`config.mk`:
```
export PLATFORM = sky130hd
export DESIGN_NAME = acc_frame_feeder
export DESIGN_NICKNAME = d
export VERILOG_FILES = /design/src/rtl/acc_feeder_pkg.sv /design/src/rtl/acc_feeder_fifo.sv /design/src/rtl/acc_frame_feeder.sv
export SDC_FILE = /design/constraint.sdc
export NUM_CORES = 1
export LEC_CHECK = 0
export ABC_AREA = 0
export CORE_MARGIN = 3
export CORE_UTILIZATION = 44
export DETAILED_ROUTE_END_ITERATION = 8
export DONT_BUFFER_PORTS = 1
export GPL_TIMING_DRIVEN = 0
export PLACE_DENSITY = 0.6
export SLEW_MARGIN = 20
export SYNTH_ARGS = -nofsm -noshare
export SYNTH_HDL_FRONTEND = slang
export SYNTH_HIERARCHICAL = 1
export SYNTH_SLANG_ARGS = --single-unit
```
`constraint.sdc`:
```
create_clock -name i_CLK -period 7.8 [get_ports i_CLK]
set_clock_uncertainty 0.2 [all_clocks]
set_input_delay 0.78 -clock i_CLK [delete_from_list [all_inputs] [get_ports i_CLK]]
set_output_delay 0.78 -clock i_CLK [all_outputs]
set_load 0.1 [all_outputs]
```
`src/rtl/acc_feeder_pkg.sv`:
```
// Purpose: shared defaults, widths and the frame-state type for the accumulator frame feeder.
// Latency: n/a (declarations only).
// Backpressure: n/a.
// Contents: DATA_W / FIFO_DEPTH defaults, frame counter width, RUN/GAP state enum,
//           and a helper that sizes the beat counter for any frame length.
package acc_feeder_pkg;

  localparam int DATA_W_DEFAULT     = 32;
  localparam int FIFO_DEPTH_DEFAULT = 4;
  localparam int FRAME_CNT_W        = 16;

  // RUN issues samples; GAP is the single idle cycle inserted after every frame.
  typedef enum logic {
    ST_RUN = 1'b0,
    ST_GAP = 1'b1
  } feeder_state_e;

  // A frame of one sample still needs a 1-bit counter so the vector is legal.
  function automatic int beat_width(input int frame_len);
    return (frame_len > 1) ? $clog2(frame_len) : 1;
  endfunction

endpackage

```
`src/rtl/acc_feeder_fifo.sv`:
```
// Purpose: small synchronous sample buffer; head word is always visible from registered storage.
// Latency: a pushed word is visible at head_dat the cycle after the push edge.
// Backpressure: full is raised at DEPTH entries; pushes while full or during flush are dropped.
// Ports:
//   clk, rst_n            clock and asynchronous active-low reset
//   flush                 synchronous empty; overrides any same-edge push and pop
//   push_vld / push_dat   write request and data
//   pop                   consume the head word (ignored when empty)
//   head_dat              oldest stored word
//   level                 number of stored words (0..DEPTH)
//   full                  level == DEPTH
module acc_feeder_fifo
  import acc_feeder_pkg::*;
#(
  parameter  int DATA_W = DATA_W_DEFAULT,
  parameter  int DEPTH  = FIFO_DEPTH_DEFAULT,
  localparam int PTR_W  = $clog2(DEPTH),
  localparam int LVL_W  = PTR_W + 1
) (
  input  logic              clk,
  input  logic              rst_n,
  input  logic              flush,
  input  logic              push_vld,
  input  logic [DATA_W-1:0] push_dat,
  input  logic              pop,
  output logic [DATA_W-1:0] head_dat,
  output logic [LVL_W-1:0]  level,
  output logic              full
);

  logic [DATA_W-1:0] mem [DEPTH];
  logic [PTR_W-1:0]  wr_ptr;
  logic [PTR_W-1:0]  rd_ptr;
  logic [LVL_W-1:0]  level_q;
  logic              push_ok;
  logic              pop_ok;

  assign full    = (level_q == LVL_W'(DEPTH));
  assign push_ok = push_vld && !full && !flush;
  assign pop_ok  = pop && (level_q != '0) && !flush;

  // Pointers wrap naturally because DEPTH is a power of two.
  always_ff @(posedge clk or negedge rst_n) begin
    if (!rst_n) begin
      wr_ptr  <= '0;
      rd_ptr  <= '0;
      level_q <= '0;
    end else if (flush) begin
      wr_ptr  <= '0;
      rd_ptr  <= '0;
      level_q <= '0;
    end else begin
      if (push_ok) begin
        wr_ptr <= wr_ptr + 1'b1;
      end
      if (pop_ok) begin
        rd_ptr <= rd_ptr + 1'b1;
      end
      unique case ({push_ok, pop_ok})
        2'b10:   level_q <= level_q + 1'b1;
        2'b01:   level_q <= level_q - 1'b1;
        default: level_q <= level_q;
      endcase
    end
  end

  // Storage carries no reset: a word is only ever read after it was written.
  always_ff @(posedge clk) begin
    if (push_ok) begin
      mem[wr_ptr] <= push_dat;
    end
  end

  assign head_dat = mem[rd_ptr];
  assign level    = level_q;

endmodule

```
`src/rtl/acc_frame_feeder.sv`:
```
// Purpose: buffers upstream samples and feeds an accumulator in frames of FRAME_LEN beats,
//          inserting one idle GAP cycle (carrying o_FRAME_DONE) after each frame.
// Latency: 2 edges from acceptance into an empty buffer to o_ENABLE high.
// Backpressure: o_READY is low when the buffer is full or in reset; i_HOLD stalls issue only.
// Ports:
//   i_CLK, i_RESET_N            clock, asynchronous active-low reset
//   i_VALID/o_READY/i_DATA_IN   upstream sample handshake
//   i_HOLD                      downstream stall, no sample issued while high
//   i_CLEAR                     synchronous flush of buffer and partial frame
//   o_ENABLE/o_DATA_OUT         registered accumulator drive
//   o_FRAME_DONE                one-cycle pulse in the GAP cycle after a frame's last beat
//   o_FRAME_COUNT               completed frames, wrapping at 16 bits
//   o_FIFO_LEVEL                buffered sample count
module acc_frame_feeder
  import acc_feeder_pkg::*;
#(
  parameter  int DATA_W     = DATA_W_DEFAULT,
  parameter  int FIFO_DEPTH = FIFO_DEPTH_DEFAULT,
  parameter  int FRAME_LEN  = 8,
  localparam int LVL_W      = $clog2(FIFO_DEPTH) + 1
) (
  input  logic                   i_CLK,
  input  logic                   i_RESET_N,
  input  logic                   i_VALID,
  output logic                   o_READY,
  input  logic [DATA_W-1:0]      i_DATA_IN,
  input  logic                   i_HOLD,
  input  logic                   i_CLEAR,
  output logic                   o_ENABLE,
  output logic [DATA_W-1:0]      o_DATA_OUT,
  output logic                   o_FRAME_DONE,
  output logic [FRAME_CNT_W-1:0] o_FRAME_COUNT,
  output logic [LVL_W-1:0]       o_FIFO_LEVEL
);

  localparam int                BEAT_W    = beat_width(FRAME_LEN);
  localparam logic [BEAT_W-1:0] LAST_BEAT = BEAT_W'(FRAME_LEN - 1);

  feeder_state_e          state_q;
  feeder_state_e          state_d;
  logic [BEAT_W-1:0]      beat_q;
  logic                   pop;
  logic                   last_pop;
  logic                   gap_done;
  logic                   push_vld;
  logic                   fifo_full;
  logic [DATA_W-1:0]      head_dat;
  logic [LVL_W-1:0]       level;
  logic                   enable_q;
  logic [DATA_W-1:0]      data_q;
  logic                   frame_done_q;
  logic [FRAME_CNT_W-1:0] frame_count_q;

  // Ready looks only at registered occupancy, never at this cycle's pop, so a
  // full buffer refuses a sample even on an edge that frees a slot.
  assign o_READY  = i_RESET_N && !fifo_full;
  assign push_vld = i_VALID && o_READY;

  acc_feeder_fifo #(
    .DATA_W (DATA_W),
    .DEPTH  (FIFO_DEPTH)
  ) u_fifo (
    .clk      (i_CLK),
    .rst_n    (i_RESET_N),
    .flush    (i_CLEAR),
    .push_vld (push_vld),
    .push_dat (i_DATA_IN),
    .pop      (pop),
    .head_dat (head_dat),
    .level    (level),
    .full     (fifo_full)
  );

  // ---------------------------------------------------------------------------
  // Frame FSM: state register
  // ---------------------------------------------------------------------------
  always_ff @(posedge i_CLK or negedge i_RESET_N) begin
    if (!i_RESET_N) begin
      state_q <= ST_RUN;
    end else begin
      state_q <= state_d;
    end
  end

  // ---------------------------------------------------------------------------
  // Frame FSM: next state
  // ---------------------------------------------------------------------------
  always_comb begin
    state_d = state_q;
    if (i_CLEAR) begin
      state_d = ST_RUN;
    end else begin
      unique case (state_q)
        ST_RUN:  if (last_pop) state_d = ST_GAP;
        ST_GAP:  state_d = ST_RUN;
        default: state_d = ST_RUN;
      endcase
    end
  end

  // ---------------------------------------------------------------------------
  // Frame FSM: outputs (pop request and frame completion)
  // ---------------------------------------------------------------------------
  always_comb begin
    pop      = 1'b0;
    gap_done = 1'b0;
    unique case (state_q)
      ST_RUN:  pop = (level != '0) && !i_HOLD && !i_CLEAR;
      // GAP ignores i_HOLD; only a clear can cancel the frame completion.
      ST_GAP:  gap_done = !i_CLEAR;
      default: begin
        pop      = 1'b0;
        gap_done = 1'b0;
      end
    endcase
  end

  assign last_pop = pop && (beat_q == LAST_BEAT);

  // Beat position within the current frame.
  always_ff @(posedge i_CLK or negedge i_RESET_N) begin
    if (!i_RESET_N) begin
      beat_q <= '0;
    end else if (i_CLEAR) begin
      beat_q <= '0;
    end else if (pop) begin
      beat_q <= last_pop ? '0 : beat_q + 1'b1;
    end
  end

  // Accumulator drive: data holds its last value when not enabled so the
  // accumulator input never toggles on idle cycles.
  always_ff @(posedge i_CLK or negedge i_RESET_N) begin
    if (!i_RESET_N) begin
      enable_q <= 1'b0;
      data_q   <= '0;
    end else begin
      enable_q <= pop;
      if (pop) begin
        data_q <= head_dat;
      end
    end
  end

  // Frame completion pulse and wrapping frame counter.
  always_ff @(posedge i_CLK or negedge i_RESET_N) begin
    if (!i_RESET_N) begin
      frame_done_q  <= 1'b0;
      frame_count_q <= '0;
    end else begin
      frame_done_q <= gap_done;
      if (gap_done) begin
        frame_count_q <= frame_count_q + 1'b1;
      end
    end
  end

  assign o_ENABLE      = enable_q;
  assign o_DATA_OUT    = data_q;
  assign o_FRAME_DONE  = frame_done_q;
  assign o_FRAME_COUNT = frame_count_q;
  assign o_FIFO_LEVEL  = level;

endmodule

```
Word-level counts from Yosys, hierarchy flattened
Memory sizes are Yosys's and may differ from the RTL's. A register that Yosys moved wholly into a read port is not among the register bits.
Cells that the tools add are included.
{"block": "classes", "bitwise_logic": 1, "n_mux": 16, "eq_ne": 4, "reduce_logical": 18, "n_addsub": 6}
{"op": "$add 16x1->16 const B", "count": 1}
{"op": "$mux 3", "count": 4}
{"op": "$logic_and 1x1->1", "count": 9}
{"op": "$mux 2", "count": 4}
{"op": "$add 3x1->3 const B", "count": 2}
{"op": "$eq 3x3->1 const B", "count": 2}
{"op": "$mux 1", "count": 6}
{"op": "$pmux 3 s2", "count": 1}
{"op": "$reduce_bool 2->1", "count": 3}
{"op": "$reduce_bool 3->1", "count": 2}
{"op": "$add 2x1->2 const B", "count": 2}
{"op": "$logic_not 1->1", "count": 4}
{"op": "$sub 3x1->3 const B", "count": 1}
{"op": "$eq 2x1->1 const B", "count": 1}
{"op": "$eq 2x2->1 const B", "count": 1}
{"op": "$pmux 1 s2", "count": 1}
{"op": "$not 1->1", "count": 1}
{"block": "totals", "ram_bits": 128, "n_memories": 1, "input_bits": 37, "out_inout_bits": 54, "reg_bits": 29, "elab_cells": 54}
{"name": "u_fifo.mem", "words": 4, "word_bits": 32, "rd": 1, "rd_clocked_by_memory_dff": 1, "write_ports": 1, "line_no": "acc_feeder_fifo.sv:31", "source": "logic [DATA_W-1:0] mem [DEPTH];"}

Logic depth before layout (Yosys ltp)
{"block": "logic_depth", "word_depth": 9, "ltp_mapped": 13, "mapped_depth_nobuf": 11}

Hierarchy
Netlist, hierarchy kept.
{"module": "acc_feeder_fifo", "seq_area_each_um2": 4018.9, "area_per_inst_um2": 5185.0, "n_inst": 1, "cells_each": 232}
{"module": "acc_frame_feeder", "seq_area_each_um2": 1351.3, "area_per_inst_um2": 2148.3, "n_inst": 1, "cells_each": 150}

Least setup slack after synthesis
No wires, ideal clock.
{"block": "synth_path", "path_kind": "register to register", "start": "reg u_fifo.level_q[1], in the netlist u_fifo/level[1]", "end": "mem u_fifo/mem[0][0] (netlist name), enable pin", "path_buffers": 2, "arrival_ns": 4.438, "setup_ns": 0.392, "stages_incl_launch_ff": 9, "required_ns": 7.208, "synth_period_minus_slack_ns": 5.030, "path_slack_ns": 2.770, "path_cell_list": "dfrtp_1 buf_4 nand2b_2 nor2_1 nor2b_1 and2_1 buf_2 nor3b_1 and2_1"}
{"block": "synth_between", "elab_chain_cells": 8}
{"element": "from (decl)", "line_no": "acc_feeder_fifo.sv:34", "source": "logic [LVL_W-1:0] level_q;"}
{"element": "from (signal assigned)", "line_no": "acc_feeder_fifo.sv:60", "source": "2'b10: level_q <= level_q + 1'b1;"}
{"element": "from (signal assigned)", "line_no": "acc_feeder_fifo.sv:61", "source": "2'b01: level_q <= level_q - 1'b1;"}
{"element": "from (signal assigned)", "line_no": "acc_feeder_fifo.sv:62", "source": "default: level_q <= level_q;"}
{"element": "$eq 3x3->1", "line_no": "acc_feeder_fifo.sv:38", "source": "assign full = (level_q == LVL_W'(DEPTH));"}
{"element": "named net fifo_full", "line_no": "acc_frame_feeder.sv:46", "source": "logic fifo_full;"}
{"element": "$logic_not 1->1", "line_no": "acc_frame_feeder.sv:56", "source": "assign o_READY = i_RESET_N && !fifo_full;"}
{"element": "$logic_and 1x1->1", "line_no": "acc_frame_feeder.sv:56"}
{"element": "named net o_READY", "line_no": "acc_frame_feeder.sv:25", "source": "output logic o_READY,"}
{"element": "$logic_and 1x1->1", "line_no": "acc_frame_feeder.sv:57", "source": "assign push_vld = i_VALID && o_READY;"}
{"element": "named net push_vld", "line_no": "acc_frame_feeder.sv:45", "source": "logic push_vld;"}
{"element": "$logic_and 1x1->1 (2 in a row)", "line_no": "acc_feeder_fifo.sv:39", "source": "assign push_ok = push_vld && !full && !flush;"}
{"element": "$mux 1", "line_no": "acc_feeder_fifo.sv:69", "source": "if (push_ok) begin"}
{"element": "$mux 1 (not written as such)", "line_no": "acc_feeder_fifo.sv:70", "source": "mem[wr_ptr] <= push_dat;"}
{"element": "to (decl)", "line_no": "acc_feeder_fifo.sv:31"}
The timed path passes the listed nets, and every way through them passes these cells.

Worst setup path after layout
{"block": "layout_path", "start": "reg u_fifo.level_q[1], in the netlist u_fifo/level[1]", "end": "mem u_fifo/mem[3][27] (netlist name), enable pin"}
Same word-level chain as after synthesis.

==> impl_metrics.py <==
metrics = {
    "status": {
        "status": "complete, no violations",
    },
    "clocking": {
        "cts_root_buf": "clkbuf_16",
        "clock_path_buffers": 2,
        "clock_sinks": 189,
        "cts_inserted_buffers": 17,
        "ctsResizeCount": 0,
        "clock_latency_ns": 0.42,
        "cts_max_level": 4,
        "tritoncts": "yes",
        "clk_pin_slew_ns": 0.07,
    },
    "flow_run": {
        "drv_cap": 0,
    },
    "setup_path": {
        "cp.required_ns": 7.73,
        "critPathArrivalTime_ns": 4.11,
        "crit_path_end_kind": "register",
        "crit_fanout": 19,
        "critPathLaunchType": "register",
        "critPathKind": "reg -> reg",
    },
    "timing": {
        "tightest_slew_ns": 1.10,
        "setup_violations": 0,
        "hold_viol_final": 0,
        "min_period_ns": 4.18,
        "fmax_mhz": 239,
        "fin_setup_tns_ns": 0,
        "rsz0062_at_grt": "false",
        "slew-limit-headroom": 0.268,
        "fin_ws_ns": 3.62,
        "drv_slew": 0,
        "min_period_over_period": 0.536,
    },
    "finish": {
        "layout_commonest_cell": "edfxtp_1",
        "diodes": 0,
        "area_delta_synth_final_pct": 13.2,
        "nets": 453,
        "drive_gt1_frac": 0.302,
        "layout_common_cells": "edfxtp_1 (128), dfrtp_1 (61), mux4_2 (32), mux2_2 (31), clkbuf_16 (17)",
    },
    "place": {
        "finalWeightedCongestion": 0.688,
        "port_buffers": 0,
        "dp_hpwl_um": 8390,
        "place_ws_ns": 3.61,
    },
    "worst_hold_path": {
        "min_path_type": "in -> async",
    },
    "floorplan": {
        "die-area_mm2": 0.0183,
        "ioPinCount": 91,
        "fp.dieH_um": 135,
        "core_area_mm2": 0.0161,
        "chipWidth_um": 135,
        "fp-row-count": 46,
        "start_util": 0.455,
    },
    "yosys": {
        "synth_top_area_frac": 0.524,
        "seq_area_frac_synth": 0.732,
        "synthTopCellsByArea": "edfxtp_1 (52%), dfrtp_1 (21%), mux4_2 (9.8%)",
        "ys_ff_latch": 189,
        "synth.avg_cell_area_um2": 19.2,
        "syn_area_mm2": 0.00733,
        "yosysWarningCount": 6,
        "synth_top_cell_by_area": "edfxtp_1",
        "synth.distinct_cells": 45,
        "synth_cells": 382,
        "syn_nets": 427,
    },
    "power_and_ir_drop": {
        "ir_drop_mv": 0.160,
        "power_density_mw_per_mm2": 295,
        "leakagePower_nw": 2.95,
    },
    "routing": {
        "viasPerCell": 5.34,
        "post-route-drc-count": 0,
        "wirelength_um": 13300,
        "ant_nets": 0,
        "drtIter0Drc": 181,
        "drtPass1Iterations": 4,
        "vias": 3402,
        "wl_per_cell_um": 21.0,
    },
    "global_route": {
        "grt_max_degree": 62,
        "track_usage": 0.157,
        "overflow": 0,
        "grt_pass1_vias": 3661,
        "grt_pass1_wl_um": 21100,
        "antenna_found_initial": 0,
    },
}
power by group:
| part | internal [mW] | leakage (nW) | switching (mW) |
|---|---|---|---|
| sequential | 1.13 | 1.94 | 0.452 |
| combinational | 0.0595 | 0.752 | 0.0424 |
| clock | 0.408 | 0.252 | 0.362 |
| total | 1.60 | 2.95 | 0.857 |
kinds of logic after synthesis:
logic type               Yosys count  synth area share
buffers and inverters             24            0.0189
flip-flops                       189             0.732
multiplexers                      66             0.150
AND/OR/NAND/NOR                   56            0.0423
adder cells (fa/ha/maj)            8            0.0147
XOR/XNOR                          18            0.0215
AO/OA/AOI/OAI                     21            0.0200
metrics by stage:
step	utilization	hold slack [ns]	cells	instance area [µm²]	total power, mW
finish	0.515	0.0298	637	8300	2.45
global route	0.515	0.0289	637	8300	2.54
CTS	0.515	0.0403	637	8300	2.49
detailed placement	0.481	0.287	604	7750	1.70
global placement	0.472	0.286	598	7600	1.69
floorplan	-	0.284	382	7330	1.66
routing by layer:
metal	share of wire	vias up	global-route usage	wire [µm]
met3	0.061	19	0.0607	810
met5	0	-	0	0
met1	0.39	1782	0.181	5160
met4	0.014	0	0.0493	182
met2	0.54	78	0.271	7190
li1	-	1523	-	-
worst paths after layout:
path,from,end,slack (ns),depth (start not counted)
hold reg to reg,beat_q[1]$_DFFE_PN0P_,beat_q[1]$_DFFE_PN0P_,0.35,2
max in group asynchronous,i_RESET_N,o_DATA_OUT[27]$_DFFE_PN0P_,7.08,1
setup / recovery,u_fifo/level[1]$_DFFE_PN0P_,u_fifo/mem[3][27]$_DFFE_PP_,3.62,11
hold / removal,i_RESET_N,o_DATA_OUT[10]$_DFFE_PN0P_,0.03,1
setup reg to reg,u_fifo/level[1]$_DFFE_PN0P_,u_fifo/mem[3][27]$_DFFE_PP_,3.62,11
min in group i_CLK,i_DATA_IN[16],u_fifo/mem[1][16]$_DFFE_PP_,0.25,0
state kept, by name, indices dropped and copies added, names as in the netlist:
name	flops
u_fifo/level	3
beat_q	3
u_fifo/wr_ptr	2
o_FRAME_DONE	1
u_fifo/rd_ptr	2
o_DATA_OUT	32
u_fifo/mem	128
state_q	1
o_FRAME_COUNT	16
o_ENABLE	1
layout make-up:
| cell class | instances | area (µm²) |
|---|---|---|
| flip-flops and latches | 189 | 5370 |
| multi-input cells | 169 | 1830 |
| well taps | 216 | 270 |
| inverters | 4 | 15.0 |
| fillers | 1329 | 7810 |
| plain buffers | 20 | 124 |
| clock inverters | 13 | 90.1 |
| clock buffers | 19 | 433 |
| repair buffers | 7 | 169 |
cells in the mapped netlist, drive strengths merged:
cell	instances
mux2	33
xor2	6
o21a	1
inv	4
o31ai	1
edfxtp	128
o311ai	1
dfrtp	61
xnor2	12
nand3b	1
nand2b	6
nand4	4
o21ai	7
and4	2
a21o	1
nand2	13
nor2b	3
buf	18
a311oi	1
nor2	8
a22o	1
a211oi	2
a221oi	1
o22ai	2
a21oi	2
nand3	4
clkbuf	2
nor4	1
fa	1
mux2i	1
ha	7
and3	1
and2	7
nor3	4
a22oi	1
mux4	32
nor3b	2
what timing repair did:
item / in CTS / in global routing
hold buffers: 1 / 0
endpoints found under the setup margin: 0 / 0
buffers inserted: 0 / 0
endpoints found under the hold margin: 61 / 0
critical path: stages, from the launching register on:
cell      delay [ns]
dfrtp_1         1.01
buf_4           0.30
nand2b_2        0.16
nor2_1          0.10
nor2b_2         0.20
buf_16          0.20
buf_1           0.10
and2_1          0.16
buf_2           0.23
nor3b_1         0.36
and2_2          0.62
buf_16          0.23
Power figures use the tool's default switching activity.
